`src/rtl/cpu_defs.sv`:
```
// cpu_defs: shared fetch-stage constants, op encodings and branch-target helper
package cpu_defs;
  localparam logic [31:0] RESET_PC_DEF = 32'h0000_3000;
  localparam logic [31:0] NOP = 32'h0;
  typedef enum logic [1:0] {BR_NONE = 2'b00, BR_BEQ = 2'b01, BR_BNE = 2'b10, BR_RSVD = 2'b11} br_op_e;
  typedef enum logic [1:0] {JMP_NONE = 2'b00, JMP_IMM = 2'b01, JMP_REG = 2'b10, JMP_RSVD = 2'b11} jmp_op_e;
  function automatic logic [31:0] br_target(input logic [31:0] pc, input logic [15:0] imm16);
    return pc + 32'd4 + {{14{imm16[15]}}, imm16, 2'b00};
  endfunction
endpackage

```
`src/rtl/fetch_npc_stage_ifid_reg.sv`:
```
// ifid_reg: IF/ID pipeline register set with sync reset and enable
module ifid_reg
  import cpu_defs::*;
#(
  parameter logic [31:0] RESET_PC = RESET_PC_DEF
) (
  input  logic        clk,
  input  logic        reset,
  input  logic        en,
  input  logic [31:0] instr_i,
  input  logic [31:0] pc_i,
  input  logic [31:0] pc8_i,
  output logic [31:0] instr_o,
  output logic [31:0] pc_o,
  output logic [31:0] pc8_o
);
  logic [31:0] instr_q, pc_q, pc8_q;
  always_ff @(posedge clk) begin
    if (reset) begin
      instr_q <= NOP;
      pc_q    <= RESET_PC;
      pc8_q   <= RESET_PC + 32'd8;
    end else if (en) begin
      instr_q <= instr_i;
      pc_q    <= pc_i;
      pc8_q   <= pc8_i;
    end
  end
  assign instr_o = instr_q;
  assign pc_o    = pc_q;
  assign pc8_o   = pc8_q;
endmodule

```
`src/rtl/fetch_npc_stage.sv`:
```
// fetch_npc_stage: PC register, next-PC mux (beq/bne/j/jal/jr, one delay slot) and IF/ID register
module fetch_npc_stage
  import cpu_defs::*;
#(
  parameter logic [31:0] RESET_PC = RESET_PC_DEF
) (
  input  logic        clk,
  input  logic        reset,
  input  logic        stall,
  input  logic [31:0] instr_F,
  input  logic        zero,
  input  logic [1:0]  br_op,
  input  logic [1:0]  jmp_op,
  input  logic [31:0] real_RFRD1,
  output logic [31:0] pc_F,
  output logic [31:0] instr_D,
  output logic [31:0] pc_D,
  output logic [31:0] pc8_D
);
  logic [31:0] pc_q, pc_d;
  logic        taken;
  always_comb begin
    taken = (br_op == BR_BEQ && zero) || (br_op == BR_BNE && !zero);
    // jumps outrank branches so a decoder that asserts both still redirects deterministically
    pc_d  = jmp_op == JMP_REG ? (real_RFRD1 & ~32'd3) :
            jmp_op == JMP_IMM ? {pc_D[31:28], instr_D[25:0], 2'b00} :
            taken             ? br_target(pc_D, instr_D[15:0]) :
                                pc_q + 32'd4;
  end
  always_ff @(posedge clk) begin
    if (reset) pc_q <= RESET_PC;
    else if (!stall) pc_q <= pc_d;
  end
  assign pc_F = pc_q;
  ifid_reg #(.RESET_PC(RESET_PC)) u_ifid (
    .clk     (clk),
    .reset   (reset),
    .en      (!stall),
    .instr_i (instr_F),
    .pc_i    (pc_q),
    .pc8_i   (pc_q + 32'd8),
    .instr_o (instr_D),
    .pc_o    (pc_D),
    .pc8_o   (pc8_D)
  );
endmodule
```
`config.mk`:
```
export PLATFORM = sky130hd
export DESIGN_NAME = fetch_npc_stage
export DESIGN_NICKNAME = d
export VERILOG_FILES = /design/src/rtl/cpu_defs.sv /design/src/rtl/fetch_npc_stage_ifid_reg.sv /design/src/rtl/fetch_npc_stage.sv
export SDC_FILE = /design/constraint.sdc
export NUM_CORES = 1
export LEC_CHECK = 0
export ABC_AREA = 1
export BUFFER_PORTS_ARGS = -buffer_cell sky130_fd_sc_hd__buf_2
export CAP_MARGIN = 5
export CELL_PAD_IN_SITES_DETAIL_PLACEMENT = 0
export CELL_PAD_IN_SITES_GLOBAL_PLACEMENT = 2
export CORE_ASPECT_RATIO = 1.5
export CORE_MARGIN = 2
export CORE_UTILIZATION = 29
export CTS_CLUSTER_SIZE = 30
export DETAILED_ROUTE_END_ITERATION = 10
export PLACE_DENSITY_LB_ADDON = 0.1
export SLEW_MARGIN = 25
export SYNTH_ARGS = -nofsm -noshare
export SYNTH_HDL_FRONTEND = slang
export SYNTH_SLANG_ARGS = --single-unit
```
`constraint.sdc`:
```
create_clock -name clk -period 3.2 [get_ports clk]
set_input_delay 0.48 -clock clk [delete_from_list [all_inputs] [get_ports clk]]
set_output_delay 0.48 -clock clk [all_outputs]
set_load 0.01 [all_outputs]
```
==> results_dict.tcl <==
set metrics [dict create \
    cp_data_required_time_ps 3580 \
    syn_area_um2 8950 \
    ff2ff_setup_slack_ps 370 \
    hold_ws_ps 264 \
    final_hold_viol_count 0 \
    cts_root_buf "clkbuf_16" \
    use_met3 0.0362 \
    worst_hold_path.num_cells 3 \
    drt_iter0_drc 485 \
    leakagePower_nw 5.79 \
    timing.final.crit_period_ps 2830 \
    viasPerCell 4.78 \
    clock_skew_ps 6.49 \
    cellPowerDensity_nw_per_um2 437 \
    status "completed" \
    path_class "reg2reg" \
    peakVddDrop_mv 0.385 \
    die_h_um 219 \
    antenna_found_initial 0 \
    ys_ff_latch 125 \
    seq_area_frac_synth 0.279 \
    gp_routability_congestion 0.836 \
    final_cell_mix "nand2_1 (423), buf_2 (196), inv_1 (191)" \
    whs_endpoint "u_ifid.instr_o[2]$_SDFFE_PP0N_" \
    met2_usage 0.445 \
    switching_share 0.318 \
    drc 0 \
    pin_count 200 \
    start_kind "register" \
    drtAntennaViolNets 0 \
    switching_power_mw 1.54 \
    finalSetupTns_ps 0 \
    final_cell_area_um2 11000 \
    hp-start "instr_F[2]" \
    diodes 0 \
    ys_warn_count 0 \
    syn_to_final_growth_pct 23.4 \
    die_w_um 147 \
    totalWireLength_mm 38.7 \
    synth_area_leader_cell "dfxtp_1" \
    synth_area_leaders "dfxtp_1 (28%), nand2_1 (18%), ha_1 (8.2%), inv_1 (8.0%), o21ai_0 (6.7%)" \
    grt_use_total 0.242 \
    worstPathArrival_ps 3220 \
    synth_cell_type_count 43 \
    final-seq-area_um2 2500 \
    multiInputGateArea_um2 5440 \
    syn_inst 1455 \
    hp-class "in2reg" \
    timing.slew.headroom 0.529 \
    combPwrFrac 0.199 \
    htree_levels 4 \
    r2r_end "pc_F[25]$_SDFFE_PP0N_" \
    drtPass1Iterations 5 \
    clock_latency_ps 450 \
    gr-usage-met1 0.291 \
    cts.sinks 125 \
    cts_setup_buffers 0 \
    route.vias.total 9802 \
    port_buffers 197 \
    worstMarginPinSlew_ps 706 \
    synth_nets 1587 \
    fillerInstances 3470 \
    fp.dieArea_um2 32300 \
    clockPowerShare 0.434 \
    layout_commonest_cell "nand2_1" \
    grt_pass1_wl_mm 58.6 \
    grt_max_degree 124 \
    placed_area_um2 10400 \
    maxCapViolations 0 \
    finalSetupViolCount 0 \
    fin_util 0.364 \
    cts_tree "yes" \
    start_util 0.295 \
    syn-mean-instance-area_um2 6.15 \
    end_kind "register" \
    rsz0062_at_grt "no" \
    post_cts_resize_count 0 \
    clk_pin_slew_worst_paths_ps 60 \
    fp-row-count 78 \
    grt_overflow 0 \
    numPlacedInstances 2019 \
    cts_made_buffers 17 \
    ctsHoldBuffers 0 \
    reg2reg_from "u_ifid.instr_o[1]$_SDFFE_PP0N_" \
    yosysTopAreaCellShare 0.279 \
    grt_pass1_vias 9871 \
    seqPwrFrac 0.367 \
    instances_no_fill 2051 \
    worstRegToRegCells 14 \
    cts_buffer_depth 2 \
    p_int_mw 3.29 \
    core_area_um2 30400 \
    slew_violations 0 \
    wire_per_inst_um 18.9 \
    fmax_mhz 353 \
    drive_gt1_frac 0.183 \
    place_hpwl_mm 29.6 \
    nets 1770 \
    cp_max_fo 4 \
    busiest_layer "met2" \
    post-route-period-util 0.885 \
]
==> how the worst max path moves through the flow <==
stage,start,endpoint,slack [ps],cells after the start
2_1_floorplan,u_ifid.instr_o[15]$_SDFFE_PP0N_,pc_F[31]$_SDFFE_PP0N_,920,12
3_3_place_gp,u_ifid.pc_o[11]$_SDFFE_PP0N_,pc_F[28]$_SDFFE_PP0N_,390,12
3_5_place_dp,u_ifid.instr_o[1]$_SDFFE_PP0N_,pc_F[25]$_SDFFE_PP0N_,400,14
4_1_cts,u_ifid.instr_o[1]$_SDFFE_PP0N_,pc_F[25]$_SDFFE_PP0N_,370,14
5_1_grt,u_ifid.instr_o[1]$_SDFFE_PP0N_,pc_F[25]$_SDFFE_PP0N_,120,14
6_report,u_ifid.instr_o[1]$_SDFFE_PP0N_,pc_F[25]$_SDFFE_PP0N_,370,14
==> cell usage after synthesis (all sizes together) <==
library cell	number
nor3	14
and2	1
a31oi	8
fa	1
o221ai	4
nand3	81
a21o	1
a21oi	111
xnor2	1
nand4	9
buf	17
nand3b	8
inv	201
o311a	1
ha	59
o22ai	2
a311oi	1
clkbuf	43
o21ai	126
nand2	432
or2	1
xor2	18
dfxtp	125
nor2	166
o211a	2
a221oi	4
a41oi	1
a211oi	8
o211ai	6
o21bai	3
==> critical path, cell delays in order (launching register included) <==
cell and delay (ps):
dfxtp_1 340, ha_1 300, ha_1 260, fa_1 470, nand3_1 110, nand3_1 180, nand2_1 110, nand2_1 140
nand2_1 100, nand3_1 150, nand2_1 90, nand2_1 50, o21ai_1 250, nand2_1 90, a21oi_1 120
==> flip-flops by register name, summed over array words and instances, names as in the netlist <==
register	cells
pc_F	32
u_ifid.instr_o	32
u_ifid.pc8_o	29
u_ifid.pc_o	32
==> area by class of cell <==
| type | instances | area share |
|---|---|---|
| inverter | 201 | 0.0685 |
| sequential | 125 | 0.227 |
| clock inverter | 12 | 0.0154 |
| timing repair buffer | 224 | 0.112 |
| tap | 400 | 0.0453 |
| multi-input combinational | 1069 | 0.492 |
| clock buffer | 20 | 0.0395 |
==> through the flow <==
stage	total power, mW	setup slack (ps)
after floorplan	2.34	921
after global placement	2.78	394
after detailed placement	2.78	397
after CTS	4.90	369
after global routing	5.08	124
final	4.83	367
==> kinds of logic (layout without fill, tap and decap cells) <==
logic type	Yosys count	count (layout)	synth area share
xor gates and xnor gates	19	19	0.0186
AOI/OAI and AO/OA	278	278	0.169
DFF	125	125	0.279
and+or+nand+nor	712	712	0.336
buffers and inverters	261	457	0.113
adders and majority gates	60	60	0.0847
==> power groups by stage <==
stage	combinational (mW)	sequential [mW]	clock [mW]
floorplan	0.530	1.81	0
global placement	0.971	1.81	0
detailed placement	0.972	1.81	0
CTS	0.978	1.77	2.15
global route	1.08	1.79	2.21
finish	0.963	1.77	2.09
==> layer usage <==
metal,routed length (um),vias to the layer above
li1,-,5029
met1,16700,4516
met2,19900,221
met3,1490,36
met4,630,0
met5,0,-
(Power assumes the default switching activity.)
